[src/rtl/glm_load.sv]
// DRAM-to-BRAM loader: resolves a cache-line address, launches one DMA read and
// streams the returned lines into a selected BRAM. Optional GLM_LOAD_PERF_EN adds perf_cycles.
module glm_load #(
   parameter int NUM_LOAD_CHANNELS = 2,
   parameter int BRAM_AW           = 10,
   parameter int CLADDR_W          = 42
) (
   input  logic                         clk,
   input  logic                         reset,
   input  logic                         op_start,
   output logic                         op_done,
   input  logic [7:0][31:0]             regs,
   input  logic [CLADDR_W-1:0]          in_addr,
   input  logic [CLADDR_W-1:0]          out_addr,
   output logic                         dma_start,
   output logic [CLADDR_W-1:0]          dma_addr,
   output logic [32:0]                  dma_len,
   input  logic                         dma_idle,
   input  logic                         dma_active,
   input  logic                         rd_valid,
   input  logic [511:0]                 rd_data,
   output logic                         rd_almostfull,
   output logic [NUM_LOAD_CHANNELS-1:0] bram_we,
   output logic [BRAM_AW-1:0]           bram_waddr,
   output logic [511:0]                 bram_wdata
`ifdef GLM_LOAD_PERF_EN
   ,
   output logic [31:0]                  perf_cycles
`endif
);

   typedef enum logic [2:0] {IDLE, PREPROCESS, TRIGGER, READ, DONE} state_t;

   state_t                         state_reg, state_next;
   logic [CLADDR_W-1:0]            addr_reg;
   logic [2:0][31:0]               offsets_reg;
   logic [1:0]                     pp_cnt_reg;
   logic [31:0]                    len_reg;
   logic [31:0]                    line_cnt_reg;
   logic [3:0]                     ch_reg;
   logic [BRAM_AW-1:0]             start_reg, depth_reg, ptr_reg;
   logic [BRAM_AW-1:0]             wrap_last;
   logic                           accept, last_line;
   logic                           op_done_reg, dma_start_reg, rd_almostfull_reg;
   logic [CLADDR_W-1:0]            dma_addr_reg;
   logic [32:0]                    dma_len_reg;
   logic [NUM_LOAD_CHANNELS-1:0]   bram_we_reg, we_next;
   logic [BRAM_AW-1:0]             bram_waddr_reg;
   logic [511:0]                   bram_wdata_reg;
   logic                           unused_reg_bits;

   assign unused_reg_bits = ^{regs[5][31:4], regs[6][31:BRAM_AW], regs[7][31:BRAM_AW]};

   assign accept    = (state_reg == READ) && rd_valid;
   assign last_line = accept && (line_cnt_reg == len_reg - 32'd1);
   assign wrap_last = start_reg + depth_reg - BRAM_AW'(1);

   // Out-of-range channel numbers simply match no write-enable bit.
   generate
      for (genvar gi = 0; gi < NUM_LOAD_CHANNELS; gi++) begin : g_we
         assign we_next[gi] = accept && (ch_reg == 4'(gi));
      end
   endgenerate

   always_ff @(posedge clk or negedge reset) begin
      if (!reset) state_reg <= IDLE;
      else        state_reg <= state_next;
   end

   always_comb begin
      state_next = state_reg;
      case (state_reg)
         IDLE:       if (op_start) state_next = (regs[4] == 32'd0) ? DONE : PREPROCESS;
         PREPROCESS: if (pp_cnt_reg == 2'd2) state_next = TRIGGER;
         TRIGGER:    if (dma_idle) state_next = READ;
         READ:       if (last_line) state_next = DONE;
         DONE:       state_next = IDLE;
         default:    state_next = IDLE;
      endcase
   end

   always_ff @(posedge clk or negedge reset) begin
      if (!reset) begin
         addr_reg          <= '0;
         offsets_reg       <= '0;
         pp_cnt_reg        <= '0;
         len_reg           <= '0;
         line_cnt_reg      <= '0;
         ch_reg            <= '0;
         start_reg         <= '0;
         depth_reg         <= '0;
         ptr_reg           <= '0;
         op_done_reg       <= 1'b0;
         dma_start_reg     <= 1'b0;
         rd_almostfull_reg <= 1'b1;
         dma_addr_reg      <= '0;
         dma_len_reg       <= '0;
         bram_we_reg       <= '0;
         bram_waddr_reg    <= '0;
         bram_wdata_reg    <= '0;
      end else begin
         dma_start_reg     <= 1'b0;
         op_done_reg       <= (state_reg == DONE);
         rd_almostfull_reg <= !((state_reg == READ) && dma_active);
         bram_we_reg       <= we_next;
         case (state_reg)
            IDLE: if (op_start) begin
               addr_reg     <= (regs[3][31] ? in_addr : out_addr) + CLADDR_W'(regs[3][30:0]);
               offsets_reg  <= regs[2:0];
               pp_cnt_reg   <= '0;
               len_reg      <= regs[4];
               line_cnt_reg <= '0;
               ch_reg       <= regs[5][3:0];
               start_reg    <= regs[6][BRAM_AW-1:0];
               depth_reg    <= regs[7][BRAM_AW-1:0];
               ptr_reg      <= regs[6][BRAM_AW-1:0];
            end
            // Offsets shift down so each preprocess cycle adds the next one.
            PREPROCESS: begin
               addr_reg    <= addr_reg + CLADDR_W'(offsets_reg[0]);
               offsets_reg <= {32'd0, offsets_reg[2:1]};
               pp_cnt_reg  <= pp_cnt_reg + 2'd1;
            end
            TRIGGER: if (dma_idle) begin
               dma_start_reg <= 1'b1;
               dma_addr_reg  <= addr_reg;
               dma_len_reg   <= {1'b0, len_reg};
            end
            default: ;
         endcase
         if (accept) begin
            bram_wdata_reg <= rd_data;
            bram_waddr_reg <= ptr_reg;
            line_cnt_reg   <= line_cnt_reg + 32'd1;
            if ((depth_reg != '0) && (ptr_reg == wrap_last)) ptr_reg <= start_reg;
            else                                            ptr_reg <= ptr_reg + BRAM_AW'(1);
         end
      end
   end

   assign op_done       = op_done_reg;
   assign dma_start     = dma_start_reg;
   assign dma_addr      = dma_addr_reg;
   assign dma_len       = dma_len_reg;
   assign rd_almostfull = rd_almostfull_reg;
   assign bram_we       = bram_we_reg;
   assign bram_waddr    = bram_waddr_reg;
   assign bram_wdata    = bram_wdata_reg;

`ifdef GLM_LOAD_PERF_EN
   // Window runs from the dma_start cycle through the op_done cycle inclusive.
   logic [31:0] perf_cnt_reg;
   logic        perf_run_reg;

   always_ff @(posedge clk or negedge reset) begin
      if (!reset) begin
         perf_cnt_reg <= '0;
         perf_run_reg <= 1'b0;
      end else if ((state_reg == IDLE) && op_start) begin
         perf_cnt_reg <= '0;
         perf_run_reg <= 1'b0;
      end else if (dma_start_reg || perf_run_reg) begin
         perf_cnt_reg <= perf_cnt_reg + 32'd1;
         perf_run_reg <= !op_done_reg;
      end
   end

   assign perf_cycles = perf_cnt_reg;
`endif

endmodule

[config.mk]
export PLATFORM = sky130hd
export DESIGN_NAME = glm_load
export DESIGN_NICKNAME = d
export VERILOG_FILES = /design/src/rtl/glm_load.sv
export SDC_FILE = /design/constraint.sdc
export NUM_CORES = 2
export LEC_CHECK = 0
export ABC_AREA = 1
export BUFFER_PORTS_ARGS = -buffer_cell sky130_fd_sc_hd__buf_4
export CORE_AREA = 2 2 560 562
export DETAILED_ROUTE_END_ITERATION = 8
export DIE_AREA = 0 0 562 564
export RECOVER_POWER = 50
export SLEW_MARGIN = 10
export SYNTH_ARGS = -nofsm -noshare
export SYNTH_HDL_FRONTEND = slang
export SYNTH_SLANG_ARGS = --single-unit
[constraint.sdc]
create_clock -name clk -period 3.4 [get_ports clk]
set_clock_uncertainty 0.05 [all_clocks]
set_input_delay 0.68 -clock clk [delete_from_list [all_inputs] [get_ports clk]]
set_output_delay 0.68 -clock clk [all_outputs]
set_load 0.02 [all_outputs]
==> implementation parameters <==
Parameter                              Value

Yosys
  FF+latch count, synth ... 842
  Per-instance average area after synthesis ... 7.84 µm²
  Distinct cell type count after synthesis ... just under 60
  Mapped cell area ... 39,800 µm²
  Instance count of the mapped netlist ... 5,077
  Cell type with the largest total area after synthesis ... sky130_fd_sc_hd__dfrtp_1
  Post-synth top cells ... 2,371 x sky130_fd_sc_hd__nand2_1, 841 x sky130_fd_sc_hd__dfrtp_1, 348 x sky130_fd_sc_hd__nor2_1
  Number of enable flip-flop cells after synthesis ... 0
  Sequential cell area fraction in the yosys report ... 0.529
  Synth warnings ... 0
  Leading cell type by number of instances after synthesis ... sky130_fd_sc_hd__nand2_1
  Dominant synthesized flop cell ... sky130_fd_sc_hd__dfrtp_1
  Portion of synthesized cell area occupied by the leading cell type ... 0.528
  Fraction of registers with async set or reset after synthesis ... 1.00
  Net Count, Synth ... roughly 6k
  Top post-synthesis cells by area ... sky130_fd_sc_hd__dfrtp_1 53%, sky130_fd_sc_hd__nand2_1 22%, sky130_fd_sc_hd__nor2_1 3.3%, sky130_fd_sc_hd__o21ai_0 3.1%, sky130_fd_sc_hd__inv_1 2.8%

Setup path
  Worst reg2reg path depth ... 9
  Critical path data arrival time ... 3.75 ns
  Critical path launch point ... state_reg[2]
  Endpoint type of the worst setup path ... flop
  Type of the worst setup path ... reg -> reg
  Capture point of the critical path ... offsets_reg[10]
  End of the worst register-to-register path ... offsets_reg[10]
  Internal reg-to-reg setup slack ... about 0.27 ns
  Worst reg2reg startpoint ... state_reg[2]
  Maximum net fanout on the critical path ... 29
  Critical path required time ... roughly 4 ns
  Worst setup SP type ... flop

Floorplanning
  Count of pins on the block boundary ... between 1k and 1.5k
  Width of the die ... roughly 560 µm
  Area of the core region ... between 300,000 and 400,000 µm²
  Row count ... around 210
  Starting Density ... 0.128
  Full die area ... between 300,000 and 400,000 µm²
  Die extent in y ... around 560 µm

Status
  Run status ... finished with violations
  Violations in the final reports ... capacitance limit, slew limit

Detailed routing
  Number of routed nets with antenna violations ... 0
  Total wire length after detailed routing ... 252 mm
  Detailed Routing Iterations Pass 1 ... 5
  Routed vias ... between 40k and 50k
  Count of routing violations after the opening detailed-route iteration ... ~3.7k
  DRC errors left ... 0
  Wire length per cell after detailed routing ... around 22 µm
  Via-to-Cell Ratio ... between 3 and 4

Cells and area
  Number of flip-flops in the largest register ... around 510
  Count of nets after finishing ... 7,905
  Core utilization of the finished layout ... 0.204
  Area growth from synthesis to layout ... 59.3%
  Number of fill cells in the layout ... roughly 35k
  Fraction of layout cells with a size suffix above 1 ... 0.232

Timing
  Max transition margin ... -0.535
  Period utilization ... 0.921
  Total count of max-transition violations in the final report ... about 300
  Hold slack final ... about 0.07 ns
  Minimum clock period after layout ... 3.13 ns
  RSZ-0062 raised after global routing ... false
  Setup slack after layout ... 0.269 ns
  Setup total negative slack ... 0 ns
  Transition time of the tightest slew-check pin ... 2.30 ns
  F_max ... 319 MHz
  Final setup violation count ... 0
  Final count of hold timing violations ... 0

Clock tree
  Clock-pin slew of the registers on the worst-case setup and hold paths ... 0.06 ns
  Clock net sink count ... roughly 840
  TritonCTS clock tree ... done
  Number of clock buffers inserted by TritonCTS ... between 100 and 150
  H-tree lvl count ... 3
  Clock Latency Late Sink ... approximately 0.79 ns
  Clock Tree Buf Depth ... 4
  Cell at the root of the clock tree ... sky130_fd_sc_hd__clkbuf_16

Flow run
  Max-capacitance violation count ... 4

Power
  PwrDens ... 945 nW/µm²
  Max VDD drop ... between 0.8 and 0.9 mV
  Post-layout power ... about 60,000 µW
  Leak pwr ... ~0.032 µW

Min path
  Hold Crit Class ... in -> reg

Global route
  Vias in the first global route ... about 42k
  Largest net degree at the start of global routing ... about 150
  Final global-route overflow total ... 0
  Met1 usage ... 0.186
  Most congested layer reported by global routing ... met2
  Met2 Use GR ... 0.235
  Combined global-route utilization of all metal layers ... 0.153
  Initial antenna violation count ... roughly 120
  Wire length of the first global-routing pass ... 340 mm
  Met3 GRT Util ... 0.0583

Placed design
  Worst setup slack before clock tree synthesis ... -0.0590 ns
  Estimated wirelength of the detail-placed design ... slightly above 200 mm
  Number of I/O port buffers ... between 1k and 1.5k
  Final weighted congestion of routability-driven global placement ... 1.02
per-stage QoR:
stage          area, µm²  instances
6_report           63500      11243
5_1_grt            63400      11216
4_1_cts            64000      11177
3_5_place_dp       56300      10577
3_3_place_gp       56300      10577
2_1_floorplan      39800       5077
what timing repair did:
item / 4_1_cts / 5_1_grt
endpoints found under the setup margin: 0 / 10
hold buffers: 410 / 0
setup buffers: 0 / 4
resized for setup: 0 / 1
endpoints found under the hold margin: 439 / 0
layout make-up:
| type | instances | area (µm²) | share of cell area |
|---|---|---|---|
| Sequential cell | 842 | 21100 | 0.332 |
| Inverter | 303 | 1140 | 0.0180 |
| Tap cell | 4140 | 5180 | 0.0816 |
| Timing Repair Buffer | 1988 | 15500 | 0.245 |
| Antenna cell | 62 | 155 | 0.00245 |
| Clock buffer | 150 | 3080 | 0.0485 |
| Clock inverter | 40 | 488 | 0.00769 |
| Multi-Input combinational cell | 3718 | 16800 | 0.265 |
worst max-delay path, cell delays in order, from the launching register on:
cell and delay, ns:
sky130_fd_sc_hd__dfrtp_1 0.48, sky130_fd_sc_hd__nor3_1 0.10, sky130_fd_sc_hd__buf_4 0.20, sky130_fd_sc_hd__inv_1 0.14, sky130_fd_sc_hd__nor2_4 0.06, sky130_fd_sc_hd__nor2_1 0.15
sky130_fd_sc_hd__clkinvlp_2 1.00, sky130_fd_sc_hd__buf_4 0.59, sky130_fd_sc_hd__o22ai_1 0.16, sky130_fd_sc_hd__nor2_1 0.08
placed cells by master, fill, tap and decap left out, types with 21 or more instances in the layout:
cell type                       count
sky130_fd_sc_hd__o22ai_1           50
sky130_fd_sc_hd__a21oi_1          134
sky130_fd_sc_hd__dlygate4sd3_1    410
sky130_fd_sc_hd__inv_1            296
sky130_fd_sc_hd__buf_4           1398
sky130_fd_sc_hd__nor2_1           348
sky130_fd_sc_hd__clkbuf_16        107
sky130_fd_sc_hd__xor2_1            66
sky130_fd_sc_hd__nand3_1          135
sky130_fd_sc_hd__clkbuf_8          24
sky130_fd_sc_hd__nor4_1            21
sky130_fd_sc_hd__ha_1              84
sky130_fd_sc_hd__nand4_1           26
sky130_fd_sc_hd__diode_2           62
sky130_fd_sc_hd__nand2_1         2371
sky130_fd_sc_hd__dfrtp_1          841
sky130_fd_sc_hd__o21ai_0          245
sky130_fd_sc_hd__nor3_1            45
sky130_fd_sc_hd__a31oi_1           29
sky130_fd_sc_hd__clkbuf_1         172
worst min path at each step:
stage / endpoint / cells past startpoint / start / slack (ns)
after floorplan: addr_reg[0] / 0 / reset / 0.33
after detailed placement: bram_we[0] / 1 / ch_reg[0] / 0.38
after CTS: len_reg[8] / 3 / regs[136] / 0.0003
final: bram_wdata[103] / 3 / rd_data[103] / 0.07
after global placement: bram_we[0] / 1 / ch_reg[0] / 0.37
after global routing: bram_wdata[216] / 3 / rd_data[216] / 0.03
logic make-up (layout without fill, tap and decap cells):
kind of cell / count (synthesis) / after routing / synth area share
xor+xnor: 87 / 87 / 0.0197
fa+ha+maj: 87 / 87 / 0.0279
simple gates: 2989 / 2989 / 0.295
compound gates: 549 / 549 / 0.0777
other cells: 1 / 63 / 0.0000942
mux: 5 / 5 / 0.00126
buf+inv: 517 / 2481 / 0.0495
flops: 842 / 842 / 0.529
power by group:
part | leakage [µW] | switching [µW] | internal, µW | total, µW
logic | 0.0193 | 19700 | 10300 | 30000
registers | 0.0105 | 3550 | 14500 | 18100
clock network | 0.00175 | 4960 | 6910 | 11900
layer usage:
metal  share of wire  wire (µm)
met5          0.0010        264
met4           0.049      12400
met3            0.10      25600
met2            0.44     111000
met1            0.41     103000
(Power assumes the default switching activity.)
